===== src/rtl/snake_board_renderer_if.sv =====
// snake_board_renderer_if
//  Groups the renderer's signals apart from the clock and reset:
//  - Pixel timing inputs: pix_ce, h_cnt, v_cnt, video_on, hsync_in, vsync_in.
//  - Game state: game_over.
//  - Board RAM read port: cell_addr (out), cell_data (in).
//  - VGA pins: HSYNC, VSYNC, Red, Green, Blue.
//  modport slave  : the renderer.
//  modport master : the environment, which drives timing, game state and RAM data.
interface snake_board_renderer_if;
  logic        pix_ce;
  logic [9:0]  h_cnt;
  logic [9:0]  v_cnt;
  logic        video_on;
  logic        hsync_in;
  logic        vsync_in;
  logic        game_over;
  logic [10:0] cell_addr;
  logic [1:0]  cell_data;
  logic        HSYNC;
  logic        VSYNC;
  logic [3:0]  Red;
  logic [3:0]  Green;
  logic [3:0]  Blue;

  modport master (
    output pix_ce, h_cnt, v_cnt, video_on, hsync_in, vsync_in, game_over, cell_data,
    input  cell_addr, HSYNC, VSYNC, Red, Green, Blue
  );

  modport slave (
    input  pix_ce, h_cnt, v_cnt, video_on, hsync_in, vsync_in, game_over, cell_data,
    output cell_addr, HSYNC, VSYNC, Red, Green, Blue
  );
endinterface


===== src/rtl/snake_board_renderer.sv =====
// snake_board_renderer
//  Pixel-colour stage for the snake game's VGA output. A three-stage pipeline
//  (advancing only on pix_ce) turns pixel coordinates into a board RAM address,
//  picks up the cell contents and produces registered 12-bit RGB with the syncs
//  delayed by the same three stages.
//  Ports:
//   clk_100mhz : system clock, rising edge
//   RST        : asynchronous active-high reset
//   bus        : snake_board_renderer_if.slave (timing in, RAM port, VGA pins)
module snake_board_renderer #(
  parameter int CELL_SHIFT = 4,
  parameter int GRID_W     = 40,
  parameter int GRID_H     = 30,
  parameter int BLINK_BIT  = 4
) (
  input  logic                   clk_100mhz,
  input  logic                   RST,
  snake_board_renderer_if.slave  bus
);
  localparam int CW = 10 - CELL_SHIFT;
  localparam logic [CW-1:0]         GRID_W_C = CW'(GRID_W);
  localparam logic [CW-1:0]         GRID_H_C = CW'(GRID_H);
  localparam logic [CELL_SHIFT-1:0] FOOD_LO  = CELL_SHIFT'(2);
  localparam logic [CELL_SHIFT-1:0] FOOD_HI  = CELL_SHIFT'((1 << CELL_SHIFT) - 3);

  // Stage 1
  logic [10:0]           cell_addr_reg;
  logic [CELL_SHIFT-1:0] s1_offx_reg, s1_offy_reg;
  logic                  s1_in_reg, s1_hs_reg, s1_vs_reg;
  logic [4:0]            frame_cnt_reg;
  // Stage 2
  logic [CELL_SHIFT-1:0] s2_offx_reg, s2_offy_reg;
  logic                  s2_in_reg, s2_hs_reg, s2_vs_reg;
  logic                  s2_fresh_reg;
  logic [1:0]            s2_cell_reg;
  // Stage 3
  logic [11:0]           rgb_reg;
  logic                  hs_reg, vs_reg;

  logic [CW-1:0] col, row;
  logic          in_grid;
  logic [10:0]   addr_next;
  logic [1:0]    cell_now;
  logic          food_vis;
  logic [11:0]   rgb_next;

  assign col     = bus.h_cnt[9:CELL_SHIFT];
  assign row     = bus.v_cnt[9:CELL_SHIFT];
  assign in_grid = bus.video_on && (col < GRID_W_C) && (row < GRID_H_C);
  // row*40 as (row<<5)+(row<<3): tied to the 40-cell board width.
  assign addr_next = in_grid ? (11'({row, 5'b0}) + 11'({row, 3'b0}) + 11'(col)) : 11'd0;

  // The RAM returns data one clk after it samples the address, which it first
  // sees one clk after S1 registers it. So the data for the cell now in S2 is
  // only on cell_data during the clk after S2 advanced. If S3 advances on that
  // very clk (pix_ce held high) it takes cell_data directly; otherwise the copy
  // captured on that clk is used.
  assign cell_now = s2_fresh_reg ? bus.cell_data : s2_cell_reg;

  assign food_vis = (s2_offx_reg >= FOOD_LO) && (s2_offx_reg <= FOOD_HI) &&
                    (s2_offy_reg >= FOOD_LO) && (s2_offy_reg <= FOOD_HI) &&
                    !frame_cnt_reg[BLINK_BIT];

  always_comb begin
    rgb_next = 12'h000;
    if (s2_in_reg) begin
      case (cell_now)
        2'b00: if (s2_offx_reg == '0 || s2_offy_reg == '0) rgb_next = 12'h222;
        2'b01: rgb_next = bus.game_over ? 12'hF00 : 12'h0F0;
        2'b10: rgb_next = bus.game_over ? 12'hF80 : 12'hFF0;
        default: if (food_vis) rgb_next = 12'hF0F;
      endcase
    end
  end

  always_ff @(posedge clk_100mhz or posedge RST) begin
    if (RST) begin
      cell_addr_reg <= '0;
      s1_offx_reg   <= '0;
      s1_offy_reg   <= '0;
      s1_in_reg     <= 1'b0;
      s1_hs_reg     <= 1'b1;
      s1_vs_reg     <= 1'b1;
      frame_cnt_reg <= '0;
      s2_offx_reg   <= '0;
      s2_offy_reg   <= '0;
      s2_in_reg     <= 1'b0;
      s2_hs_reg     <= 1'b1;
      s2_vs_reg     <= 1'b1;
      s2_fresh_reg  <= 1'b0;
      s2_cell_reg   <= '0;
      rgb_reg       <= '0;
      hs_reg        <= 1'b1;
      vs_reg        <= 1'b1;
    end else begin
      s2_fresh_reg <= bus.pix_ce;
      if (s2_fresh_reg) s2_cell_reg <= bus.cell_data;
      if (bus.pix_ce) begin
        cell_addr_reg <= addr_next;
        s1_offx_reg   <= bus.h_cnt[CELL_SHIFT-1:0];
        s1_offy_reg   <= bus.v_cnt[CELL_SHIFT-1:0];
        s1_in_reg     <= in_grid;
        s1_hs_reg     <= bus.hsync_in;
        s1_vs_reg     <= bus.vsync_in;
        // Rising vsync_in, seen against the vsync held in S1, counts a frame.
        if (bus.vsync_in && !s1_vs_reg) frame_cnt_reg <= frame_cnt_reg + 5'd1;

        s2_offx_reg <= s1_offx_reg;
        s2_offy_reg <= s1_offy_reg;
        s2_in_reg   <= s1_in_reg;
        s2_hs_reg   <= s1_hs_reg;
        s2_vs_reg   <= s1_vs_reg;

        rgb_reg <= rgb_next;
        hs_reg  <= s2_hs_reg;
        vs_reg  <= s2_vs_reg;
      end
    end
  end

  assign bus.cell_addr = cell_addr_reg;
  assign bus.Red       = rgb_reg[11:8];
  assign bus.Green     = rgb_reg[7:4];
  assign bus.Blue      = rgb_reg[3:0];
  assign bus.HSYNC     = hs_reg;
  assign bus.VSYNC     = vs_reg;
endmodule


===== src/flat_wrapper.sv =====
// flat-port wrapper written by rule: the top's interface ports become plain ports
module snake_board_renderer_flat 
#(
  parameter int CELL_SHIFT = 4,
  parameter int GRID_W     = 40,
  parameter int GRID_H     = 30,
  parameter int BLINK_BIT  = 4
)
  (clk_100mhz, RST, bus_pix_ce, bus_h_cnt, bus_v_cnt, bus_video_on, bus_hsync_in, bus_vsync_in, bus_game_over, bus_cell_data, bus_cell_addr, bus_HSYNC, bus_VSYNC, bus_Red, bus_Green, bus_Blue);
  snake_board_renderer_if bus_i ();
  input  logic clk_100mhz;
  input  logic RST;
  input wire logic [$bits(bus_i.pix_ce)-1:0] bus_pix_ce;
  input wire logic [$bits(bus_i.h_cnt)-1:0] bus_h_cnt;
  input wire logic [$bits(bus_i.v_cnt)-1:0] bus_v_cnt;
  input wire logic [$bits(bus_i.video_on)-1:0] bus_video_on;
  input wire logic [$bits(bus_i.hsync_in)-1:0] bus_hsync_in;
  input wire logic [$bits(bus_i.vsync_in)-1:0] bus_vsync_in;
  input wire logic [$bits(bus_i.game_over)-1:0] bus_game_over;
  input wire logic [$bits(bus_i.cell_data)-1:0] bus_cell_data;
  output wire logic [$bits(bus_i.cell_addr)-1:0] bus_cell_addr;
  output wire logic [$bits(bus_i.HSYNC)-1:0] bus_HSYNC;
  output wire logic [$bits(bus_i.VSYNC)-1:0] bus_VSYNC;
  output wire logic [$bits(bus_i.Red)-1:0] bus_Red;
  output wire logic [$bits(bus_i.Green)-1:0] bus_Green;
  output wire logic [$bits(bus_i.Blue)-1:0] bus_Blue;
  assign bus_i.pix_ce = bus_pix_ce;
  assign bus_i.h_cnt = bus_h_cnt;
  assign bus_i.v_cnt = bus_v_cnt;
  assign bus_i.video_on = bus_video_on;
  assign bus_i.hsync_in = bus_hsync_in;
  assign bus_i.vsync_in = bus_vsync_in;
  assign bus_i.game_over = bus_game_over;
  assign bus_i.cell_data = bus_cell_data;
  assign bus_cell_addr = bus_i.cell_addr;
  assign bus_HSYNC = bus_i.HSYNC;
  assign bus_VSYNC = bus_i.VSYNC;
  assign bus_Red = bus_i.Red;
  assign bus_Green = bus_i.Green;
  assign bus_Blue = bus_i.Blue;
  snake_board_renderer #(.CELL_SHIFT(CELL_SHIFT), .GRID_W(GRID_W), .GRID_H(GRID_H), .BLINK_BIT(BLINK_BIT)) u_core (.clk_100mhz(clk_100mhz), .RST(RST), .bus(bus_i));
endmodule

===== config.mk =====
export PLATFORM = sky130hd
export DESIGN_NAME = snake_board_renderer_flat
export DESIGN_NICKNAME = d
export VERILOG_FILES = /design/src/rtl/snake_board_renderer_if.sv /design/src/rtl/snake_board_renderer.sv /design/src/flat_wrapper.sv
export SDC_FILE = /design/constraint.sdc
export NUM_CORES = 1
export LEC_CHECK = 0
export CAP_MARGIN = 20
export CORE_ASPECT_RATIO = 1.75
export CORE_MARGIN = 1
export CORE_UTILIZATION = 47
export CTS_BUF_LIST = sky130_fd_sc_hd__clkbuf_4
export DETAILED_ROUTE_END_ITERATION = 8
export GPL_TIMING_DRIVEN = 0
export PLACE_DENSITY_LB_ADDON = 0.12
export SYNTH_ARGS = -nofsm -noshare
export SYNTH_HDL_FRONTEND = slang
export SYNTH_SLANG_ARGS = --single-unit

===== constraint.sdc =====
create_clock -name clk_100mhz -period 4.3 [get_ports clk_100mhz]
set_input_delay 1.29 -clock clk_100mhz [delete_from_list [all_inputs] [get_ports clk_100mhz]]
set_output_delay 1.29 -clock clk_100mhz [all_outputs]
set_load 0.02 [all_outputs]

* After elaboration in Yosys (flattened, before gate mapping)
Cells that the tools add are included.
** Word-level totals
- Latch bits :: 0
- Output and inout port bits :: 25
- Memory bits (read-only) :: 0
- Bits of input ports :: 29
- Memories kept :: 0
- Bits in registers :: 55
- Memory bits (writable) :: 0
- Logic and storage cells :: 50
** Cells by class
- $lt $le $gt $ge :: 6
- Bitwise operators :: 0
- Eq/ne operators :: 2
- Mux-type cells :: 8
- Add/subtract/negate cells :: 3
- Divide/modulo/power cells :: 0
- Reduce and logical (&&, ||, !) cells :: 14
- Multiply operators :: 0
- Shift-type cells :: 0
** Operator list (count)
- two-way mux 12 bit :: 3
- one-hot mux 12 bit (3 select lines) :: 1
- adder 11 x 6 -> 11 bit :: 1
- adder 11 x 9 -> 11 bit :: 1
- two-way mux 11 bit :: 1
- two-way mux 10 bit :: 1
- >= comparator 4 x 2 -> 1 bit, second input constant :: 2
- <= comparator 4 bit, second input constant :: 2
- zero test 4 bit :: 2
- logical AND 1 bit :: 7
- two-way mux 7 bit :: 1
- less-than comparator 6 x 5 -> 1 bit, second input constant :: 1
- less-than comparator 6 bit, second input constant :: 1
- adder 5 x 1 -> 5 bit, second input constant :: 1
- equality test 2 x 1 -> 1 bit, second input constant :: 1
- equality test 2 bit, second input constant :: 1
- zero test 1 bit :: 2
- zero test 2 bit :: 1
- two-way mux 2 bit :: 1
- AND reduction 2 bit :: 1
- logical OR 1 bit :: 1

* Depth between registers and ports, before layout
Gate-level depths: netlist (run 1).
- Depth after elaboration :: 8
- Gate-level depth with buffers :: 9

* Worst setup path after synthesis (run 1)
Ideal clock, no wire load.
- Path type :: input-to-reg
- Start :: in bus_v_cnt[4]
- End :: reg u_core.cell_addr_reg[9] (netlist: u_core.bus.cell_addr[9])
- Cell stages on the path :: 9
- Path buffers :: 0
- Arrival :: 2.905 ns
- Setup slack :: 1.261 ns
- Data required time :: 4.166 ns
- Cell sequence :: inv_1 > fa_1 > inv_1 > ha_1 > a211oi_1 > o21bai_1 > a21oi_1 > xor2_1 > o22ai_1
** On the way
- Longest elaborated chain between the ends :: 3
** RTL lines
- start: declaration :: RTL line flat_wrapper.sv:15 : input wire logic [$bits(bus_i.v_cnt)-1:0] bus_v_cnt;
- adder 11 x 9 -> 11 bit / less-than comparator 6 x 5 -> 1 bit (equally long branches) :: RTL line snake_board_renderer.sv:51, snake_board_renderer.sv:49
- adder 11 x 6 -> 11 bit / logical AND 1 bit (equally long branches) :: RTL line snake_board_renderer.sv:51, snake_board_renderer.sv:49
- two-way mux 11 bit (*) :: RTL line snake_board_renderer.sv:51 : assign addr_next = in_grid ? (11'({row, 5'b0}) + 11'({row, 3'b0}) + 11'(col)) : 11'd0;
- end signal: assignment :: RTL line snake_board_renderer.sv:99 : cell_addr_reg <= addr_next;
- end: declaration :: RTL line snake_board_renderer.sv:27 : logic [10:0] cell_addr_reg;
Mark *: on every way between the ends. The rest lies on a longest branch, timed or not.
A chain may end at the register's enable or synchronous reset.

* Worst setup path in the final report (run 1)
- Start :: in bus_v_cnt[6]
- End :: reg u_core.cell_addr_reg[9] (netlist: u_core.bus.cell_addr[9])
Same word-level chain as after synthesis.

==> run metrics, run 1 <==
vias per cell=about 5.1; Core Box Area=~5000 um^2; number of max-cap violations=0; gp weighted congestion=between 0.8 and 0.9; Slew HR=65.16%; die area=around 5400 um^2; placed cell areas=3034 um^2; PostCTS Resize Cnt=0; Final Util=between 60% and 70%; root buf cell=clkbuf_4; worst hold path class=reg -> reg; P_leak=between 1 and 1.5 nW; Tot GR Track Use=about 17%; routed wire length per instance=between 10 and 15 um; CTS buffer count=5; Comb power frac=between 20% and 30%; Mean Syn Cell Area=approximately 11 um^2; CTS tree=done; Netlist cell types=39; Worst setup SP type=input port; dpl cells=320; RSZ-0062 raised after global routing=no; most frequent cells in the layout=53 x clkdlybuf4s50_1, 44 x dfrtp_1, 26 x inv_1, 24 x mux2_2, 13 x o21ai_0; Main synth FF type=dfrtp_1; power share of the clock group=between 20% and 30%; setup violators final=0; critical path arrival=3.62 ns; DRT iter0 DRCs=31; multi-input combinational cell area=between 900 and 1000 um^2; final hold slack=0.4856 ns; Syn Nets=~260; final instance area=3117 um^2; Top Ports=54; worst clock skew=a little under 0.01 ns; dpl ws=about 0.54 ns; global-route wire length before repair=~7500 um; Total Power=1.113 mW; Power Density=~360 nW/um^2; DR vias=1667; Worst-Margin Slew=roughly 0.52 ns; layout cells sized above 1=slightly below 20%; synthesized cell area=2416 um^2; Net Switching=slightly above 300 uW; CP required=~4.6 ns; Layout fillers=418; status=completed; register area share after synthesis=52.10%; worst skew pair latency=between 0.3 and 0.4 ns; fin nets=roughly 320; CTS hold repair buffers=0; dpl hpwl=about 3400 um; minimum clock period=roughly 3.4 ns; Critical Path Sink Type=register; Post-Synthesis Cells=between 200 and 250; Die Y=between 90 and 100 um; Setup TNS=0 ns; drt total wl=around 4300 um; Layout area overhead=29.00%; fin cells=328; CTS clk-pin slew, worst paths=around 0.15 ns; # DRC=0; # clock sinks=50; H-tree depth=2; Max Slew Vio Count=0; global route overflow=0; Post-synth EDFFs=0; CTS Buffer Depth=2; drt first pass iters=4; Async SR Flop Fraction=100.0%; Crit Path Max Fanout=3; pin count of the biggest net entering global routing=31; number of global-route vias before repair=about 1700; initial core utilization=48.54%; sequential cell area=about 1300 um^2; kind of critical path=in -> reg; antenna viol nets, final=0; sequential share of power=a little over half; Post-CTS Setup Bufs=0; Core Rows=34; Final Hold Fails=0; ANT cells=0; maximum vdd ir drop=between 0.2 and 0.3 mV; Max Freq=0.2973 GHz; Setup WS post-layout=0.9368 ns; leading cell type in the layout, fill and taps excluded=clkdlybuf4s50_1; Largest register FFs=11; Die X-Extent=roughly 56 um; I/O Buffers=between 50 and 60; period utilisation layout=between 70% and 80%; Sw Ratio=between 20 and 30%; initial antenna violation count=0; synthesized flop and latch total=50; Yosys warnings=0; cell internal pwr=about 800 uW
-- final timing paths --
path | from | to | slack, ns | cells after the start
min in group asynchronous | RST | u_core.rgb_reg[9] | 1.23 | 2
worst max-delay path | bus_v_cnt[6] | u_core.bus.cell_addr[9] | 0.94 | 10
worst min register to register | u_core.frame_cnt_reg[3] | u_core.frame_cnt_reg[3] | 0.49 | 1
worst min-delay path | u_core.frame_cnt_reg[3] | u_core.frame_cnt_reg[3] | 0.49 | 1
worst max register to register | u_core.s2_fresh_reg | u_core.rgb_reg[9] | 2.81 | 5
max in group asynchronous | RST | u_core.s2_offx_reg[1] | 2.57 | 3
-- kinds of logic (layout without fill, tap and decap cells) --
group / count (synthesis) / in the layout / synth area share [%]
DFF: 50 / 50 / 52.10
buffers and inverters: 40 / 102 / 7.250
AOI/OAI and AO/OA: 37 / 37 / 9.270
and+or+nand+nor: 37 / 37 / 8.389
muxes: 26 / 26 / 12.22
adders and majority gates: 14 / 14 / 7.871
xor gates and xnor gates: 8 / 8 / 2.900
-- final cells by class --
class                   count  share of cell area [%]
multi-input cells         122                   31.51
clock buffers               5                   1.204
plain buffers              12                   2.248
well taps                  54                   2.168
clock inverters             3                   1.445
inverters                  28                   3.372
repair buffers             54                   17.66
flip-flops and latches     50                   40.39
-- worst max-delay path: stages --
cell and delay, ns:
clkdlybuf4s50_1 0.51, inv_1 0.07, fa_1 0.59, inv_1 0.06, ha_1 0.31, a211oi_1 0.22, o21bai_1 0.10, a21oi_1 0.18
xor2_1 0.20, o22ai_1 0.09
-- power groups by stage --
stage	sequential, mW	combinational [mW]	clock [mW]
finish	0.586	0.258	0.270
global route	0.595	0.283	0.299
CTS	0.586	0.262	0.280
detailed placement	0.595	0.262	0
global placement	0.594	0.254	0
floorplan	0.604	0.149	0
-- metal layers --
metal	share of wire, %	vias to the layer above	global-route usage (%)
li1	-	838	-
met1	41	787	19.89
met2	54	37	31.87
met3	3.2	5	3.209
met4	1.4	0	5.066
met5	0	-	0
-- Yosys cell counts, types with 5 or more instances --
master   number  area, um^2
dfrtp_1      44        1101
inv_1        27       101.4
mux2_2       24       270.3
o21ai_0      13       65.06
ha_1         12       150.1
nand2_1      11       41.29
o22ai_1       8       50.05
buf_4         6       45.04
dfstp_2       6       157.7
a21oi_1       5       25.02
Power figures use the tool's default switching activity.
==> run 2: changes to the inputs <==
Clock period 4.3 ns to 3.2 ns, I/O delays scaled along.
==> results of run 2 <==
The final DEF is identical to that of run 1. Status: completed.
Among the figures that moved: setup slack after placement 0.5441 ns -> -0.2259 ns; setup slack after layout 0.9368 ns -> 0.1668 ns; register-to-register setup slack 2.81 ns -> 1.71 ns; total power 1.113 mW -> 1.496 mW; worst IR drop on VDD 0.2961 mV -> 0.3979 mV
==> run 3: changes to the inputs <==
Settings changed: CORE_MARGIN 1 to default, SLEW_MARGIN from default to 0.
==> results of run 3 <==
The final DEF is identical to that of run 1. Status: completed.
Among the figures that moved: setup slack after placement 0.5441 ns -> -0.2259 ns; setup slack after layout 0.9368 ns -> 0.1668 ns; register-to-register setup slack 2.81 ns -> 1.71 ns; total power 1.113 mW -> 1.496 mW; worst IR drop on VDD 0.2961 mV -> 0.3979 mV
==> variant, RTL diff (settings of run 2) <==
`CELL_SHIFT` is set to 4 in 2 places; all go to 3.
--- a/src/rtl/snake_board_renderer.sv
+++ b/src/rtl/snake_board_renderer.sv
@@ -9,5 +9,5 @@
 //   bus        : snake_board_renderer_if.slave (timing in, RAM port, VGA pins)
 module snake_board_renderer #(
-  parameter int CELL_SHIFT = 4,
+  parameter int CELL_SHIFT = 3,
   parameter int GRID_W     = 40,
   parameter int GRID_H     = 30,
--- a/src/flat_wrapper.sv
+++ b/src/flat_wrapper.sv
@@ -2,5 +2,5 @@
 module snake_board_renderer_flat 
 #(
-  parameter int CELL_SHIFT = 4,
+  parameter int CELL_SHIFT = 3,
   parameter int GRID_W     = 40,
   parameter int GRID_H     = 30,
Formal check against the unedited RTL: not equivalent (Yosys sat finds a counterexample within 4 cycles, from zero or initial values and one cycle with RST high).
==> variant against run 2 <==
Clock skew increased by 0.0011 ns. Final area decreased by 4.3%. Count of clock-buffer cells in the layout unchanged. Critical path type unchanged. Area after synthesis decreased by 4.6%. Routed wire length decreased by 1.5%. Setup slack got worse by 0.0038 ns. Sequential cell count decreased by 4. Total power decreased by 16%.
==> variant: results <==
set metrics [dict create \
    outcome "finished clean" \
    startpoint "bus_v_cnt[3]" \
    worstMarginPinSlew_ns 0.6107 \
    syn_inst 198 \
    hpwl_mm 3.323 \
    fin_worst_skew_ns 0.01095 \
    post_cts_buffers 0 \
    clock_net_power_mw 0.256 \
    r2r_end "u_core.rgb_reg[10]" \
    clk_pin_slew_ns 0.12 \
    grt_pass1_vias 1585 \
    synth.distinct_cells 44 \
    grt_pass1_wl_mm 6.962 \
    avgViaCountPerCell 5.228 \
    worst-path-max-fanout 2 \
    ys_seq_area_frac 0.5027 \
    ir_drop_uv 432.7 \
    reg2reg_from "u_core.s2_offx_reg[2]" \
    grt_use_total 0.1862 \
    postRouteWirelength_mm 4.242 \
    post-place-ws_ns -0.2661 \
    fillers 381 \
    worstPathArrival_ns 3.30 \
    grt_max_degree 45 \
    switching_share 0.2817 \
    drtIter0Drc 6 \
    routedWlPerCell_um 13.60 \
    reg2reg_slack_ns 1.65 \
    gp_congestion 0.7974 \
    syn-num-nets 242 \
    timing.hold.ws_ns 0.4852 \
    finalWorstSetupSlack_ns 0.1630 \
    synth_common_cells "dfrtp_1 (40), inv_1 (24), mux2_2 (22)" \
]
[variant: cell count changes after synthesis, sizes merged, moves of 3 or more]
cell,before,now
inv,28,24
mux2,25,22
o22ai,8,4
nor4,3,0
dfrtp,44,40
o21ai,15,11
[variant: what timing repair did]
item | in CTS | in global routing
endpoints found under the setup margin | 0 | 2
hold endpoints to repair | 0 | 0
gates resized for setup | 0 | 2
[variant: per-stage QoR]
stage | TNS [ns] | area, sq um
final | 0 | 2982
after global routing | 0 | 2982
after CTS | 0 | 2974
after detailed placement | -0.5437 | 2920
after global placement | -0.4599 | 2900
after floorplan | 0 | 2305
[variant: critical path, cell delays in order]
cell and delay [ns]:
clkdlybuf4s50_1 0.50, inv_1 0.07, fa_1 0.60, inv_1 0.06, ha_1 0.32, a211oi_2 0.20, o21bai_1 0.11, a2111o_1 0.41
o221ai_1 0.07
[variant: cells by family after synthesis]
kind of cell / count (synthesis) / share of synthesized area
xor gates and xnor gates: 10 / 0.03800
adders and majority gates: 15 / 0.09120
and+or+nand+nor: 33 / 0.07818
AOI/OAI and AO/OA: 37 / 0.1107
DFF: 46 / 0.5027
buffers and inverters: 34 / 0.06732
muxes: 23 / 0.1118
[variant: final cells by class]
type / count / area share
plain buffers: 10 / 0.02182
clock buffers: 5 / 0.01259
clock inverters: 3 / 0.005455
inverters: 24 / 0.03021
multi-input cells: 118 / 0.3349
flip-flops and latches: 46 / 0.3886
well taps: 52 / 0.02182
repair buffers: 54 / 0.1846
[variant: routing by layer]
metal  track usage  wire length [um]
met5             0                 0
met4       0.06875                61
met3       0.03543               153
met2        0.3333              2316
met1        0.2063              1710
